$ cat config.mk
export PLATFORM = sky130hd
export DESIGN_NAME = mem_arbiter
export DESIGN_NICKNAME = d
export VERILOG_FILES = /design/src/rtl/mem_arbiter.sv
export SDC_FILE = /design/constraint.sdc
export NUM_CORES = 1
export LEC_CHECK = 0
export ABC_AREA = 1
export CAP_MARGIN = 20
export CORE_ASPECT_RATIO = 1.1
export CORE_MARGIN = 2
export CORE_UTILIZATION = 37
export CTS_BUF_LIST = sky130_fd_sc_hd__clkbuf_4
export DETAILED_ROUTE_END_ITERATION = 10
export GPL_TIMING_DRIVEN = 0
export PLACE_DENSITY = 0.87
export SETUP_SLACK_MARGIN = 0.02
export SKIP_CTS_REPAIR_TIMING = 1
export SLEW_MARGIN = 20
export SYNTH_ARGS = -nofsm -noshare
export SYNTH_HDL_FRONTEND = slang
export SYNTH_SLANG_ARGS = --single-unit
export TNS_END_PERCENT = 5
$ cat constraint.sdc
create_clock -name clock -period 1.9 [get_ports clock]
set_input_delay 0.285 -clock clock [delete_from_list [all_inputs] [get_ports clock]]
set_output_delay 0.285 -clock clock [all_outputs]
set_load 0.01 [all_outputs]
$ cat src/rtl/mem_arbiter.sv
// Arbiter sharing the single-port RAM between instruction fetch and load/store.
// Define MEM_ARB_STARVE_GUARD_EN to bound how long fetch can be starved by data traffic.
module mem_arbiter #(
  parameter int ADDR_WIDTH   = 14,
  parameter int DATA_WIDTH   = 32,
  parameter int STARVE_LIMIT = 4
) (
  input  logic                  clock,
  input  logic                  reset,
  input  logic                  if_req,
  input  logic [ADDR_WIDTH-1:0] if_addr,
  output logic                  if_gnt,
  output logic                  if_rvalid,
  output logic [DATA_WIDTH-1:0] if_rdata,
  input  logic                  d_req,
  input  logic [ADDR_WIDTH-1:0] d_addr,
  input  logic                  d_write,
  input  logic [DATA_WIDTH-1:0] d_wdata,
  input  logic [1:0]            d_size,
  output logic                  d_gnt,
  output logic                  d_rvalid,
  output logic [DATA_WIDTH-1:0] d_rdata,
  output logic [ADDR_WIDTH-1:0] ram_addr,
  output logic                  ram_write,
  output logic [DATA_WIDTH-1:0] ram_wdata,
  output logic [1:0]            ram_size,
  input  logic [DATA_WIDTH-1:0] ram_rdata
);

  typedef enum logic [1:0] {IDLE, ISSUE, RESP} state_t;
  typedef enum logic {FETCH, DATA} owner_t;

  state_t state;
  owner_t owner;
  logic   owner_store;
  logic   pick_data;
  logic   pick_fetch;

`ifdef MEM_ARB_STARVE_GUARD_EN
  localparam int CNT_W = $clog2(STARVE_LIMIT + 1);
  localparam logic [CNT_W-1:0] LIMIT = CNT_W'(STARVE_LIMIT);
  logic [CNT_W-1:0] starve_cnt;

  // Once fetch has watched LIMIT data grants go by, it takes the next contested slot.
  assign pick_data = d_req && !(if_req && (starve_cnt == LIMIT));
`else
  logic unused_limit;
  assign unused_limit = ^STARVE_LIMIT;
  assign pick_data    = d_req;
`endif
  assign pick_fetch = if_req && !pick_data;

  always_ff @(posedge clock) begin
    if (reset) begin
      state       <= IDLE;
      owner       <= FETCH;
      owner_store <= 1'b0;
      if_gnt      <= 1'b0;
      d_gnt       <= 1'b0;
      if_rvalid   <= 1'b0;
      d_rvalid    <= 1'b0;
      ram_addr    <= '0;
      ram_write   <= 1'b0;
      ram_wdata   <= '0;
      ram_size    <= 2'b00;
`ifdef MEM_ARB_STARVE_GUARD_EN
      starve_cnt  <= '0;
`endif
    end else begin
      if_gnt    <= 1'b0;
      d_gnt     <= 1'b0;
      if_rvalid <= 1'b0;
      d_rvalid  <= 1'b0;
      ram_write <= 1'b0;
      case (state)
        IDLE, RESP: begin
          if (pick_data) begin
            state       <= ISSUE;
            owner       <= DATA;
            owner_store <= d_write;
            d_gnt       <= 1'b1;
            ram_addr    <= d_addr;
            ram_write   <= d_write;
            ram_wdata   <= d_wdata;
            ram_size    <= d_size;
`ifdef MEM_ARB_STARVE_GUARD_EN
            starve_cnt  <= if_req ? starve_cnt + 1'b1 : '0;
`endif
          end else if (pick_fetch) begin
            state       <= ISSUE;
            owner       <= FETCH;
            owner_store <= 1'b0;
            if_gnt      <= 1'b1;
            ram_addr    <= if_addr;
            ram_size    <= 2'b10;
`ifdef MEM_ARB_STARVE_GUARD_EN
            starve_cnt  <= '0;
`endif
          end else begin
            state <= IDLE;
          end
        end
        ISSUE: begin
          // RAM samples the address at this edge; its data is valid during RESP.
          state <= RESP;
          if (!owner_store) begin
            if (owner == DATA) d_rvalid  <= 1'b1;
            else               if_rvalid <= 1'b1;
          end
        end
        default: state <= IDLE;
      endcase
    end
  end

  assign if_rdata = if_rvalid ? ram_rdata : '0;
  assign d_rdata  = d_rvalid  ? ram_rdata : '0;

endmodule

==> metrics.txt, run 1 <==
outcome complete, no violations; CP delay by family, top buffers and inverters; initial core utilization 38.0%; final setup fails 0; Die W 87.3 µm; slowest stage delay, CP 0.52 ns; share of cells above drive strength 1 9.50%; min-delay src d_req; Worst Setup Start Kind flip-flop; Internal 0.00230 W; Clk pwr share 29.2%; FMAX 0.535 GHz; R2R cell count 6; hold slack 0.303 ns; Buffers on Ports 214; H-tree levels 3; syn_nets 545; die span in y 95.6 µm; hold crit path type in2reg; Setup crit start if_rvalid$_SDFF_PP0_; Clock Tree Buf Depth 2; full die area 8350 µm²; post-DP HPWL 8.20 mm; Top-Level Pins 216; Rel. slew slack 74.0%; worst slew pin tran 0.391 ns; CP Depth 4; vias per cell 4.49; PD cells 584 nW/µm²; first-pass GRT wire length 14.3 mm; Unique masters post-synth 20; FILL cells 587; maximum VDD drop 0.480 mV; CP Cell Sequence buf_6 -> nand2_1 -> inv_1 -> clkdlybuf4s50_1; row cnt 33; largest net degree at the start of global routing 11; CP max FO 10; antenna violations before repair 1; Setup crit end kind output pin; GRT Util Overall 22.3%; clock sinks 57; CORE AREA 7430 µm²; clk slew on worst S/H paths 0.08 ns; Pre-antenna DRT Iters 4; post-layout minimum cycle time 1.87 ns; Hold Fails Final Rpt 0; Final Cycle Share 98.3%; Sequential Power Share 42.7%; RSZ-0062 raised after global routing yes; grt ovf 0; DRC Markers 0; vias 3420; total CTS buffers 9; drt total wl 10.0 mm; final slew viol count 0; clock skew 0.0134 ns; flip-flop and latch area 1150 µm²; Area Overhead vs Synth 91.2%; Routability Congestion 0.764; yosys warns 0; Logic pwr share 28.1%; # Max-Cap Violations 0; register bit count reported by yosys 57; worst setup path class reg2out; Arrival @ worst endpoint 1.58 ns; LEAKAGE 3.63 nW; synthesized instance count 446; Routed Antenna Nets 0; Syn Area/Cell 6.33 µm²; post-synthesis sequential area ratio 40.4%; final worst slack 0.0314 ns; wire per inst 13.2 µm; root buffer cell clkbuf_4; vias in the first global route 3175; worst slack, placed 0.0702 ns; reg-to-reg endpoint ram_wdata[20]$_SDFFE_PP0P_; crit path to if_rdata[16]; sum of buffers and inverters on the critical path 3; CTS tree built; worst-skew pair later-pin latency 0.38 ns; crit path max-delay cell type clkdlybuf4s50_1; DRT iter0 DRCs 80; FF-to-FF setup slack 0.78 ns; nets@finish 770; Mapped Area 2820 µm²; Critical Path RT 1.62 ns; Multi-input gate area 1210 µm²; Reg-to-Reg Start state[0]$_SDFF_PP0_; P_sw 0.000848 W; Sw Ratio 26.9%
[cell type report]
class,instances,share of cell area (%)
buffer,24,3.66
sequential,57,21.3
clock buffer,9,1.25
clock inverter,5,1.34
antenna,1,0.0463
inverter,85,5.91
multi-input combinational,280,22.4
tap,87,2.02
timing repair buffer,214,42.1
[worst register-to-register path, stage by stage (launching register included)]
cell	delay [ns]
dfxtp_1	0.32
inv_2	0.11
nand2_4	0.08
buf_6	0.15
buf_6	0.15
o21ai_1	0.15
nor2_1	0.05
[Yosys cell counts, drive strengths merged]
| cell | n | share of area [%] |
|---|---|---|
| inv | 85 | 11 |
| nor2 | 99 | 14 |
| clkbuf | 12 | 1.7 |
| o21ai | 34 | 6.4 |
| buf | 12 | 3.7 |
| nand2 | 128 | 18 |
| dfxtp | 57 | 40 |
| nand3 | 16 | 4.1 |
| a21oi | 1 | 0.18 |
| nor3 | 2 | 0.35 |
[cells in the final DEF (no fill, tap or decap), drive strengths merged]
| master | count |
|---|---|
| dlymetal6s2s | 52 |
| clkinv | 3 |
| diode | 1 |
| o21ai | 34 |
| bufinv | 2 |
| a21oi | 1 |
| nor3 | 2 |
| nand2 | 128 |
| dfxtp | 57 |
| nand3 | 16 |
| inv | 85 |
| clkbuf | 15 |
| buf | 18 |
| nor2 | 99 |
| clkdlybuf4s50 | 162 |
[state kept, by name (all words and copies together), names as in the netlist]
register     flops
ram_wdata       32
ram_addr        14
ram_size         2
state            2
d_gnt            1
d_rvalid         1
if_gnt           1
if_rvalid        1
owner            1
owner_store      1
ram_write        1
[worst min-delay path by stage]
stage | to | slack (ns) | depth (start not counted)
after CTS | ram_addr[0]$_SDFFE_PP0P_ | 0.28 | 5
final | ram_addr[0]$_SDFFE_PP0P_ | 0.30 | 5
after global routing | ram_addr[4]$_SDFFE_PP0P_ | 0.30 | 4
after global placement | state[1]$_SDFF_PP0_ | 0.40 | 1
after detailed placement | state[1]$_SDFF_PP0_ | 0.41 | 1
after floorplan | owner$_SDFFE_PP0P_ | 0.36 | 1
[per-layer routing]
| metal | up-vias | GRT usage (%) | wire (µm) |
|---|---|---|---|
| met3 | 22 | 8.83 | 839 |
| met2 | 145 | 42.1 | 5320 |
| met4 | 0 | 9.74 | 280 |
| li1 | 1745 | - | - |
| met5 | - | 0 | 0 |
| met1 | 1508 | 21.0 | 3590 |
[per-stage QoR]
| step | utilization [%] | setup TNS (ns) | cell area [µm²] | total power [W] | instances |
|---|---|---|---|---|---|
| after floorplan | - | 0 | 2820 | 0.00173 | 446 |
| after global placement | 68.3 | 0 | 5070 | 0.00224 | 747 |
| after detailed placement | 68.3 | 0 | 5070 | 0.00226 | 747 |
| after CTS | 70.2 | -17.78 | 5220 | 0.00319 | 761 |
| after global routing | 72.6 | -0.342 | 5400 | 0.00333 | 761 |
| final | 72.7 | 0 | 5400 | 0.00315 | 762 |
[power by group through the flow]
| stage | sequential [W] | combinational [W] | clock, W |
|---|---|---|---|
| 2_1_floorplan | 0.00141 | 0.000319 | 0 |
| 3_3_place_gp | 0.00137 | 0.000869 | 0 |
| 3_5_place_dp | 0.00137 | 0.000888 | 0 |
| 4_1_cts | 0.00135 | 0.000892 | 0.000948 |
| 5_1_grt | 0.00136 | 0.000963 | 0.00101 |
| 6_report | 0.00134 | 0.000886 | 0.000921 |
[cells by family after synthesis]
family,count (synthesis),share of synthesized area (%)
buf+inv,109,16.7
compound gates,35,6.60
simple gates,245,36.3
flops,57,40.4
Note: power is estimated with default switching activity, not from simulation.
==> run 2, diff against run 1 <==
REMOVE_ABC_BUFFERS = 1   (was not set)
==> run 2 against run 1 <==
Net effect:
- highest routed layer unchanged
- count of clock-buffer cells in the layout did not move
- routed wire length rose by 2.0%
- worst hold slack improved by 0.13 ns
- largest power group unchanged
==> metrics.txt, run 2 (same netlist as run 1, synthesis figures left out) <==
maximum VDD drop 0.431 mV (-10%); PD cells 558 nW/µm² (-4.3%); final slew viol count 0 (unchanged); DP Area 4930 µm² (-2.8%); vias in the first global route 2945 (-7.2%); H-tree levels 3 (unchanged); Buffers on Ports 215 (+0.47%); CTS tree built; DRT iter0 DRCs 98 (+23%); clock skew 0.0154 ns (+0.00205 ns); final worst slack 0.0620 ns (+0.0307 ns); root buffer cell clkbuf_4; largest net degree at the start of global routing 51 (+40); wire per inst 13.7 µm (+4.4%); first-pass GRT wire length 14.2 mm (-0.63%); vias 3339 (-2.4%); FF-to-FF setup slack 0.33 ns (-0.45 ns); Routability Congestion 0.775 (+1.5%); met3 routed WL 794 µm (-5.4%); routed length on met1 3.58 mm (-0.14%); Pre-antenna DRT Iters 4 (unchanged); Setup crit end kind output pin; Rel. slew slack 41.0% (-33 points); drt total wl 10.2 mm (+2.0%); total CTS buffers 9 (unchanged); worst slew pin tran 0.883 ns (+0.492 ns); post-route core utilization 70.7% (-2.0 points); LEAKAGE 3.63 nW (-0.19%); worst-skew pair later-pin latency 0.40 ns (+0.02 ns); worst slack, placed -0.777 ns (-0.847 ns); Routed Antenna Nets 0 (unchanged); Top Layer Used met4; Worst Setup Start Kind flip-flop; FMAX 0.544 GHz (+1.7%); most common cell after layout, fill and taps aside clkdlybuf4s50_1; post-layout minimum cycle time 1.84 ns (-0.0307 ns); Die W 87.3 µm (unchanged); Top-Level Pins 216 (unchanged); post-DP HPWL 7.63 mm (-6.9%); full die area 8350 µm² (unchanged); Area Overhead vs Synth 86.0%; die span in y 95.6 µm (unchanged); clock sinks 57 (unchanged); vias per cell 4.49 (about the same); DRC Markers 0 (unchanged); RSZ-0062 raised after global routing yes; GRT Util Overall 22.3% (-0.050 points); R2R cell count 5 (-1); Final Cycle Share 96.7% (-1.6 points); clk slew on worst S/H paths 0.10 ns (+0.02 ns); initial core utilization 38.0% (unchanged); Min-Delay Endpoint if_rvalid$_SDFF_PP0_; min-delay src owner$_SDFFE_PP0P_; grt ovf 0 (unchanged); final setup fails 0 (unchanged); CP max FO 16 (+6); commonest cells after routing, fill and taps aside clkdlybuf4s50_1, nand2_1, nor2_1; hold depth 1 (-4); FILL cells 566 (-3.6%); Largest regs ram_wdata (32), ram_addr (14); WL met2 5.51 mm (+3.6%); CORE AREA 7430 µm² (unchanged); share of cells above drive strength 1 7.18% (-2.3 points); Arrival @ worst endpoint 1.55 ns (-0.03 ns); Non-Filler Cell Area, Final 5250 µm² (-2.7%); hold crit path type reg2reg; Reg-to-Reg Start state[0]$_SDFF_PP0_; Hold Fails Final Rpt 0 (unchanged); # Max-Cap Violations 0 (unchanged); nets@finish 749 (-2.7%); Clock Tree Buf Depth 2 (unchanged); max reg flops 32 (unchanged); outcome complete, no violations; worst setup path class reg2out; Biggest register ram_wdata; reg-to-reg endpoint owner$_SDFFE_PP0P_; row cnt 33 (unchanged); Critical Path RT 1.62 ns (about the same); antenna violations before repair 0 (-1)
run 2: changes by cell type in the layout (fill, tap and decap cells not counted), moves of 3 or more:
cell,delta
dlymetal6s2s_1,+7
clkinvlp_4,+3
buf_6,-11
buf_4,-5
clkbuf_2,-3
clkbuf_1,-3
clkdlybuf4s50_1,-6
run 2: critical path, stage by stage (launching register included):
cell and delay, ns:
dfxtp_4 0.37, buf_8 0.16, nand2_1 0.07, inv_1 0.05
clkdlybuf4s50_1 0.52
run 2: how the worst max path moves through the flow:
stage | slack, ns | from | endpoint | cells after the start
after detailed placement | -0.78 | d_req | ram_wdata[10]$_SDFFE_PP0P_ | 5
after CTS | -0.64 | if_rvalid$_SDFF_PP0_ | if_rdata[14] | 3
after floorplan | 0.56 | if_rvalid$_SDFF_PP0_ | if_rdata[0] | 2
after global placement | -0.77 | d_req | ram_wdata[12]$_SDFFE_PP0P_ | 5
after global routing | -0.01 | d_rvalid$_SDFF_PP0_ | d_rdata[31] | 4
final | 0.06 | d_rvalid$_SDFF_PP0_ | d_rdata[19] | 4
run 2: area by class of cell:
type                    count  area, µm²  share of cell area [%]
well taps                  87        109                    2.07
diodes                      2       5.00                  0.0953
repair buffers            217       2330                    44.4
flip-flops and latches     57       1150                    21.9
inverters                  85        320                    6.10
multi-input cells         280       1220                    23.2
clock inverters             7       47.5                   0.905
clock buffers               9       67.6                    1.29
run 2: per-layer routing:
layer	up-vias	global-route usage (%)
li1	1704	-
met4	0	12.3
met2	142	42.4
met3	24	6.41
met1	1469	21.1
met5	-	0
run 2: metrics by stage:
step	setup TNS (ns)	hold WS [ns]	cells	power [W]
floorplan	0	0.357	422	0.00169
global placement	-37.78	0.397	724	0.00220
detailed placement	-38.72	0.420	724	0.00222
CTS	-47.50	0.412	740	0.00296
global route	-0.0136	0.443	742	0.00309
finish	0	0.429	744	0.00293
run 2: power breakdown:
group | switching (W) | leakage [nW] | total, W | internal (W)
combinational | 0.000370 | 3.10 | 0.000840 | 0.000469
sequential | 0.0000576 | 0.474 | 0.00135 | 0.00129
clock | 0.000481 | 0.0532 | 0.000744 | 0.000263
